`src/rtl/game_pkg.sv`:
```
// Shared game types: lane encoding and the obstacle scheduler state set.
package game_pkg;

    typedef logic [1:0] lane_t;

    localparam lane_t LANE_LEFT   = 2'd0;
    localparam lane_t LANE_CENTRE = 2'd1;
    localparam lane_t LANE_RIGHT  = 2'd2;

    typedef enum logic [1:0] {IDLE, GAP, PICK, ISSUE} sched_state_t;

    // Rotate to the next legal lane, wrapping right back to left.
    function automatic lane_t next_lane(input lane_t l);
        return (l == LANE_RIGHT) ? LANE_LEFT : lane_t'(l + 2'd1);
    endfunction

endpackage

```
`src/rtl/game_lfsr.sv`:
```
// 16-bit right-shifting Galois LFSR with seed reload, shared by randomised game blocks.
module game_lfsr #(
    parameter logic [15:0] SEED = 16'hACE1,
    parameter logic [15:0] MASK = 16'hB400
) (
    input  logic        i_clk,
    input  logic        i_rst_n,
    input  logic        i_advance,
    input  logic        i_load,
    output logic [15:0] o_lfsr
);

    logic [15:0] r_lfsr;

    always_ff @(posedge i_clk or negedge i_rst_n) begin
        if (!i_rst_n) begin
            r_lfsr <= SEED;
        end else if (i_load) begin
            r_lfsr <= SEED;
        end else if (i_advance) begin
            r_lfsr <= {1'b0, r_lfsr[15:1]} ^ (r_lfsr[0] ? MASK : '0);
        end
    end

    assign o_lfsr = r_lfsr;

endmodule

```
`src/rtl/obstacle_scheduler.sv`:
```
// Obstacle spawn scheduler: counts game ticks between spawns, picks a lane/type
// from an LFSR and offers each spawn to the obstacle store over valid/ready.
module obstacle_scheduler
    import game_pkg::*;
#(
    parameter int unsigned BASE_GAP    = 16,
    parameter int unsigned MIN_GAP     = 4,
    parameter int unsigned SPEED_SHIFT = 6,
    parameter int unsigned MAX_LEVEL   = 7,
    parameter logic [15:0] LFSR_SEED   = 16'hACE1
) (
    input  logic        clk_in,
    input  logic        rst_in,
    input  logic        playing,
    input  logic        reset_game,
    input  logic        pulse,
    input  logic [11:0] time_alive,
    input  logic        spawn_ready,
    output logic        spawn_valid,
    output logic [1:0]  spawn_lane,
    output logic        spawn_jumpable,
    output logic [2:0]  speed_level,
    output logic [7:0]  spawn_count
);

    sched_state_t r_state, w_state_n;
    logic [7:0]   r_gap, w_gap_n;
    logic         r_valid, w_valid_n;
    lane_t        r_lane, w_lane_n;
    logic         r_jump, w_jump_n;
    lane_t        r_prev_lane, w_prev_lane_n;
    logic         r_prev_block, w_prev_block_n;
    logic [7:0]   r_count, w_count_n;
    logic [2:0]   r_speed;

    logic [15:0]  w_lfsr;
    logic         w_unused_lfsr;
    logic [11:0]  w_shifted;
    logic [2:0]   w_speed_n;
    logic [7:0]   w_dec;
    logic [7:0]   w_cur_gap;
    lane_t        w_pick_lane;
    logic         w_pick_jump;

    game_lfsr #(
        .SEED(LFSR_SEED),
        .MASK(16'hB400)
    ) u_lfsr (
        .i_clk    (clk_in),
        .i_rst_n  (rst_in),
        .i_advance(1'b1),
        .i_load   (reset_game),
        .o_lfsr   (w_lfsr)
    );

    assign w_unused_lfsr = ^w_lfsr[15:3];

    assign w_shifted = time_alive >> SPEED_SHIFT;
    assign w_speed_n = (w_shifted > 12'(MAX_LEVEL)) ? 3'(MAX_LEVEL) : w_shifted[2:0];

    // Compare before subtracting so the 8-bit gap never wraps below MIN_GAP.
    assign w_dec     = {4'd0, r_speed, 1'b0};
    assign w_cur_gap = (8'(BASE_GAP) >= 8'(MIN_GAP) + w_dec) ? 8'(BASE_GAP) - w_dec : 8'(MIN_GAP);

    assign w_pick_lane = (w_lfsr[1:0] == 2'd3) ? next_lane(r_prev_lane) : w_lfsr[1:0];
    // Never stack two full blocks in the same lane.
    assign w_pick_jump = w_lfsr[2] | (r_prev_block & (w_pick_lane == r_prev_lane));

    always_comb begin
        w_state_n      = r_state;
        w_gap_n        = r_gap;
        w_valid_n      = r_valid;
        w_lane_n       = r_lane;
        w_jump_n       = r_jump;
        w_prev_lane_n  = r_prev_lane;
        w_prev_block_n = r_prev_block;
        w_count_n      = r_count;
        case (r_state)
            IDLE: begin
                if (playing) begin
                    w_gap_n   = w_cur_gap;
                    w_state_n = GAP;
                end
            end
            GAP: begin
                if (!playing) begin
                    w_state_n = IDLE;
                end else if (pulse) begin
                    w_gap_n = r_gap - 8'd1;
                    if (r_gap == 8'd1) w_state_n = PICK;
                end
            end
            PICK: begin
                if (!playing) begin
                    w_state_n = IDLE;
                end else begin
                    w_lane_n  = w_pick_lane;
                    w_jump_n  = w_pick_jump;
                    w_valid_n = 1'b1;
                    w_state_n = ISSUE;
                end
            end
            ISSUE: begin
                if (spawn_ready) begin
                    w_valid_n      = 1'b0;
                    w_count_n      = (r_count == 8'hFF) ? r_count : r_count + 8'd1;
                    w_prev_lane_n  = r_lane;
                    w_prev_block_n = ~r_jump;
                    w_gap_n        = w_cur_gap;
                    w_state_n      = GAP;
                end else if (!playing) begin
                    w_valid_n = 1'b0;
                    w_state_n = IDLE;
                end
            end
            default: w_state_n = IDLE;
        endcase
    end

    always_ff @(posedge clk_in or negedge rst_in) begin
        if (!rst_in) begin
            r_state      <= IDLE;
            r_gap        <= '0;
            r_valid      <= 1'b0;
            r_lane       <= LANE_LEFT;
            r_jump       <= 1'b0;
            r_prev_lane  <= LANE_LEFT;
            r_prev_block <= 1'b0;
            r_count      <= '0;
            r_speed      <= '0;
        end else if (reset_game) begin
            r_state      <= IDLE;
            r_gap        <= '0;
            r_valid      <= 1'b0;
            r_lane       <= LANE_LEFT;
            r_jump       <= 1'b0;
            r_prev_lane  <= LANE_LEFT;
            r_prev_block <= 1'b0;
            r_count      <= '0;
            r_speed      <= '0;
        end else begin
            r_state      <= w_state_n;
            r_gap        <= w_gap_n;
            r_valid      <= w_valid_n;
            r_lane       <= w_lane_n;
            r_jump       <= w_jump_n;
            r_prev_lane  <= w_prev_lane_n;
            r_prev_block <= w_prev_block_n;
            r_count      <= w_count_n;
            if (playing) r_speed <= w_speed_n;
        end
    end

    assign spawn_valid    = r_valid;
    assign spawn_lane     = r_lane;
    assign spawn_jumpable = r_jump;
    assign speed_level    = r_speed;
    assign spawn_count    = r_count;

endmodule

```
`config.mk`:
```
export PLATFORM = sky130hd
export DESIGN_NAME = obstacle_scheduler
export DESIGN_NICKNAME = d
export VERILOG_FILES = /design/src/rtl/game_pkg.sv /design/src/rtl/game_lfsr.sv /design/src/rtl/obstacle_scheduler.sv
export SDC_FILE = /design/constraint.sdc
export NUM_CORES = 1
export LEC_CHECK = 0
export CORE_ASPECT_RATIO = 0.5
export CORE_MARGIN = 5
export CORE_UTILIZATION = 35
export CTS_CLUSTER_DIAMETER = 40
export DETAILED_ROUTE_END_ITERATION = 6
export GPL_TIMING_DRIVEN = 0
export MAX_ROUTING_LAYER = met4
export SYNTH_ARGS = -nofsm -noshare
export SYNTH_HDL_FRONTEND = slang
export SYNTH_HIERARCHICAL = 1
export SYNTH_SLANG_ARGS = --single-unit
export TNS_END_PERCENT = 30
```
`constraint.sdc`:
```
create_clock -name clk_in -period 3.39 [get_ports clk_in]
set_input_delay 0.339 -clock clk_in [delete_from_list [all_inputs] [get_ports clk_in]]
set_output_delay 0.339 -clock clk_in [all_outputs]
set_load 0.01 [all_outputs]
```
==> results of run 1 <==
[logic make-up after synthesis]
group,share of synthesized area
xor gates and xnor gates,0.0212
DFF,0.449
muxes,0.0445
and+or+nand+nor,0.191
AOI/OAI and AO/OA,0.190
buffers and inverters,0.0531
other,0.00152
adders and majority gates,0.0506
[layout by cell type (no fill, tap or decap), types with 4 or more instances in the layout]
cell type and n:
clkdlybuf4s50_1 25, ha_1 10, nand2_1 17, and2b_2 4, conb_1 6, nor3_1 6
nand3_1 5, nor2_1 29, clkbuf_1 5, dfrtp_1 36, buf_2 6, a211oi_1 4
inv_1 16, a211o_2 5, a21oi_1 15, nor2b_1 4, o21ai_0 5, mux2i_1 11
clkbuf_16 5, dfstp_2 8, a31oi_1 4
[metal layers]
metal	share of wire	routed length, um	vias to the layer above	GRT usage
met5	0	0	-	-
met4	0.0066	36	0	0.0431
met3	0.040	220	4	0.0346
met2	0.45	2480	31	0.201
met1	0.50	2720	970	0.177
li1	-	-	968	-
[final timing paths]
path | startpoint | end | slack, ps
max | reset_game | r_gap[4] | 1600
min | rst_in | u_lfsr/o_lfsr[2] | 30
max reg2reg | r_state[1] | r_gap[7] | 1620
min reg2reg | u_lfsr/o_lfsr[8] | u_lfsr/o_lfsr[7] | 510
max in group asynchronous | rst_in | u_lfsr/o_lfsr[11] | 2790
min in group clk_in | u_lfsr/o_lfsr[8] | u_lfsr/o_lfsr[7] | 510
[state kept, by name (all words and copies together), names as in the netlist, 2 cells and up]
signal / count
r_gap: 8
r_state: 2
spawn_lane: 2
spawn_count: 8
speed_level: 3
u_lfsr/o_lfsr: 16
r_prev_lane: 2
[worst reg2reg max path, cell delays in order (launching register included)]
cell	delay, ps
dfrtp_1	400
inv_1	120
ha_1	220
and2b_1	180
nand4_2	150
or4_1	560
o211ai_2	80
[power breakdown]
part | switching, uW | internal, uW | total (uW)
clock network | 195 | 272 | 467
logic | 125 | 102 | 227
registers | 30.9 | 559 | 590
total | 352 | 933 | 1280
[final cells by class]
type	instances	area, um2
multi-input combinational	183	1250
fill	637	3750
buffer	11	71.3
inverter	16	60.1
clock inverter	2	12.5
timing repair buffer	27	283
tap	92	115
sequential	44	1110
clock buffer	6	129
[stage by stage]
stage          power [uW]  area (um2)  worst slack (ps)  cells
2_1_floorplan         745        2490              1790    254
3_3_place_gp          812        2870               792    372
3_5_place_dp          823        2890              1260    373
4_1_cts              1290        3030              1550    381
5_1_grt              1360        3030              1460    381
6_report             1280        3030              1600    381
==> flow_metrics.tcl, run 1 <==
set metrics [dict create \
    rsz0062_at_grt "false" \
    final_core_util 0.447 \
    cts_buffers 5 \
    grt-ovfl-total 0 \
    yosysTopAreaCellShare 0.364 \
    tightestPinTransition_ps 532 \
    netlist_top_cells_count "dfrtp_1, nor2_1, nand2_1" \
    yosysUniqueCellTypes 58 \
    rows 21 \
    ys_async_sr_fraction 1.00 \
    slew_violations 0 \
    clock-skew-final_ps 6.50 \
    cts.path.max_buffers 2 \
    clock_latency_ps 280 \
    globalRouteTotalUtil 0.134 \
    drt_wl_total_mm 5.46 \
    finalCritPeriodShare 0.529 \
    antenna_found_initial 0 \
    synth_edf_count 0 \
    setup_viol 0 \
    critical-path-top-delay-family "buffers and inverters" \
    maxSlewHeadroom 0.645 \
    grt_pass1_wl_mm 9.55 \
    cts.clk_slew.worst_paths_ps 60 \
    cts.sink_count 44 \
    yosysMostFrequentCell "dfrtp_1" \
    crit_required_ps 3530 \
    nNetsFinal 316 \
    n_antenna_cell 0 \
    antenna_left 0 \
    gp_congestion 0.876 \
    period_needed_ps 1790 \
    endpoint_kind "flop" \
    yosysTopAreaCell "dfrtp_1" \
    peakVddDrop_v 0.000219 \
    cp-start-kind "input port" \
    fmax_mhz 557 \
    critPathKind "input port to flop" \
    synthFlopType "dfrtp_1" \
    drc 0 \
    power_per_cell_area_nw_per_um2 423 \
    drive_gt1_frac 0.156 \
    die_area_um2 8950 \
    cellLeakagePower_uw 0.00132 \
    cp.depth 6 \
    worstPathCellList "clkdlybuf4s50_1 > clkbuf_1 > inv_1 > clkbuf_1 > o311ai_1 > o41ai_1" \
    wl_per_cell_um 14.3 \
    critPathBufInv 4 \
    viasPerCell 5.18 \
    vias 1973 \
    ctsHoldBuffers 0 \
    syn2layout_area_growth_pct 22.5 \
    post_cts_resize_count 0 \
    arrival_ps 1940 \
    start_util 0.365 \
    cts_setup_buffers 0 \
    drt-initial-drc-count 165 \
    cpPeakStageDelay_ps 490 \
    cts_tree "built" \
    ys_seq_area_frac 0.449 \
    syn_area_um2 2470 \
    critPathSlowestCell "clkdlybuf4s50_1" \
    maxCapViolations 0 \
    cp_max_fo 10 \
    reg2reg_depth 6 \
    io_buffer_count 26 \
    grt_pass1_vias 1992 \
    run_status "finished, final reports clean" \
    netlist_instances 249 \
    fin_hold_ws_ps 31.3 \
    synth_warnings 6 \
    htreeDepth 2 \
    coreArea_um2 6780 \
    clockRootBuffer "clkbuf_16" \
    dp_hpwl_mm 3.98 \
    crit_top_cell "clkbuf_1" \
    firstDrtPassIters 4 \
    synth.avg_cell_area_um2 9.94 \
    grt_max_degree 24 \
    hold_viol_final 0 \
    setup_tns_ps 0 \
    die_x_um 129 \
    ys_ff_latch 44 \
    die_h_um 69.5 \
    synth_area_leaders "dfrtp_1, dfstp_2, ha_1" \
    boundaryPins 33 \
    hp-class "input port to async pin" \
]
Note: power is estimated with default switching activity, not from simulation.
==> run 2, diff against run 1 <==
==> constraint.sdc (replaced) <==
create_clock -name clk_in -period 1.9 [get_ports clk_in]
set_input_delay 0.19 -clock clk_in [delete_from_list [all_inputs] [get_ports clk_in]]
set_output_delay 0.19 -clock clk_in [all_outputs]
set_load 0.01 [all_outputs]
==> flow_metrics.tcl, run 2 (synthesis results as in run 1) <==
set metrics [dict create \
    dp_cells 373 \
    p_sw_uw 625 \
    cellInternalPower_uw 1670 \
    firstDrtPassIters 4 \
    cp-start-kind "flop" \
    fmax_mhz 566 \
    clkPwrFrac 0.362 \
    fin_cells 382 \
    cts_buffers 5 \
    cts_tree "built" \
    finalCritPeriodShare 0.930 \
    final_common_cell "dfrtp_1" \
    dp_hpwl_mm 3.98 \
    largest_reg_flops 16 \
    power.share.switching 0.273 \
    crit_required_ps 2100 \
    layout_common_cells "dfrtp_1, nor2_1, clkdlybuf4s50_1" \
    worstReg2RegStart "r_state[1]" \
    htreeDepth 2 \
    cts.clk_slew.worst_paths_ps 60 \
    die_area_um2 8950 \
    drc 0 \
    vias 1985 \
    coreArea_um2 6780 \
    run_status "finished, final reports clean" \
    clock-skew-final_ps 6.18 \
    n_antenna_cell 0 \
    setup_viol 0 \
    cts.path.max_buffers 2 \
    cellLeakagePower_uw 0.00133 \
    p_total_uw 2290 \
    clockRootBuffer "clkbuf_16" \
    grt_max_degree 24 \
    critPathKind "flop to flop" \
    fillerInstances 634 \
    maxCapViolations 0 \
    die_h_um 69.5 \
    seq_power_share 0.459 \
    die_x_um 129 \
    drt-initial-drc-count 167 \
    maxSlewHeadroom 0.643 \
    drive_gt1_frac 0.159 \
    endpoint_kind "flop" \
    reg2reg_depth 6 \
    comb_power_share 0.179 \
    rsz0062_at_grt "false" \
    hold_viol_final 0 \
    dpl_cell_area_um2 2890 \
    gp_congestion 0.876 \
    final_core_util 0.450 \
    slew_violations 0 \
    hp-class "input port to async pin" \
    fin_hold_ws_ps 411 \
    arrival_ps 1970 \
    viasPerCell 5.20 \
    grt-ovfl-total 0 \
    drt_wl_total_mm 5.50 \
    rows 21 \
    antenna_left 0 \
    antenna_found_initial 0 \
    nNetsFinal 317 \
    wl_per_cell_um 14.4 \
    grt_pass1_vias 1992 \
    cts.sink_count 44 \
    globalRouteTotalUtil 0.134 \
    period_needed_ps 1770 \
    boundaryPins 33 \
    cts_setup_buffers 0 \
    peakVddDrop_v 0.000391 \
    grt_pass1_wl_mm 9.55 \
    cp_max_fo 4 \
    design_area_um2 3050 \
    cp-startpoint "r_state[1]" \
    power_per_cell_area_nw_per_um2 752 \
    clock_latency_ps 280 \
    io_buffer_count 26 \
    start_util 0.365 \
    syn2layout_area_growth_pct 23.2 \
    tightestPinTransition_ps 535 \
]
## run 2: cell types whose count changed in the layout (fill, tap and decap cells not counted)
cell,change
dlygate4sd3_1,+1
clkbuf_4,+1
ha_1,-1
buf_2,-1
ha_2,+1
## run 2: area by class of cell
| type | instances | area, um2 | area share |
|---|---|---|---|
| Buffer | 11 | 73.8 | 0.0242 |
| Clock buffer | 6 | 129 | 0.0423 |
| Clock inverter | 2 | 12.5 | 0.00411 |
| Inverter | 16 | 60.1 | 0.0197 |
| Multi-Input combinational cell | 183 | 1250 | 0.411 |
| Sequential cell | 44 | 1110 | 0.365 |
| Tap cell | 92 | 115 | 0.0378 |
| Timing Repair Buffer | 28 | 293 | 0.0961 |
## run 2: path summary, 6_finish.rpt
kind | to | slack [ps]
setup / recovery | r_gap[7] | 130
hold reg to reg | u_lfsr/o_lfsr[7] | 510
max in group asynchronous | u_lfsr/o_lfsr[11] | 910
hold / removal | u_lfsr/o_lfsr[2] | 410
min in group clk_in | u_lfsr/o_lfsr[7] | 510
setup reg to reg | r_gap[7] | 130
## run 2: power by group through the flow
| stage | registers (uW) | logic [uW] | clock network (uW) |
|---|---|---|---|
| floorplan | 1060 | 274 | 0 |
| global placement | 1070 | 384 | 0 |
| detailed placement | 1070 | 399 | 0 |
| CTS | 1050 | 404 | 855 |
| global route | 1060 | 455 | 910 |
| finish | 1050 | 410 | 830 |
## run 2: worst max-delay path, stage by stage, from the launching register on
cell and delay [ps]:
dfrtp_1 400, inv_1 120, ha_2 210, and2b_1 170
nand4_2 150, or4_1 560, o211ai_2 80
## run 2: stage by stage
stage / setup TNS (ps) / worst slack [ps]
2_1_floorplan: 0 / 297
3_3_place_gp: -20460 / -549
3_5_place_dp: -174 / -83.3
4_1_cts: 0 / 114
5_1_grt: 0 / 6.27
6_report: 0 / 134
## run 2: routing by layer
layer,GRT usage,wire [um],up-vias
li1,-,-,972
met1,0.177,2770,979
met2,0.201,2480,28
met3,0.0346,211,6
met4,0.0431,36,0
met5,-,0,-
## run 2: repair_timing
action                                  4_1_cts  5_1_grt
resized for setup                             0        2
hold buffers                                  1        0
hold endpoints to repair                     15        0
endpoints found under the setup margin        0        3
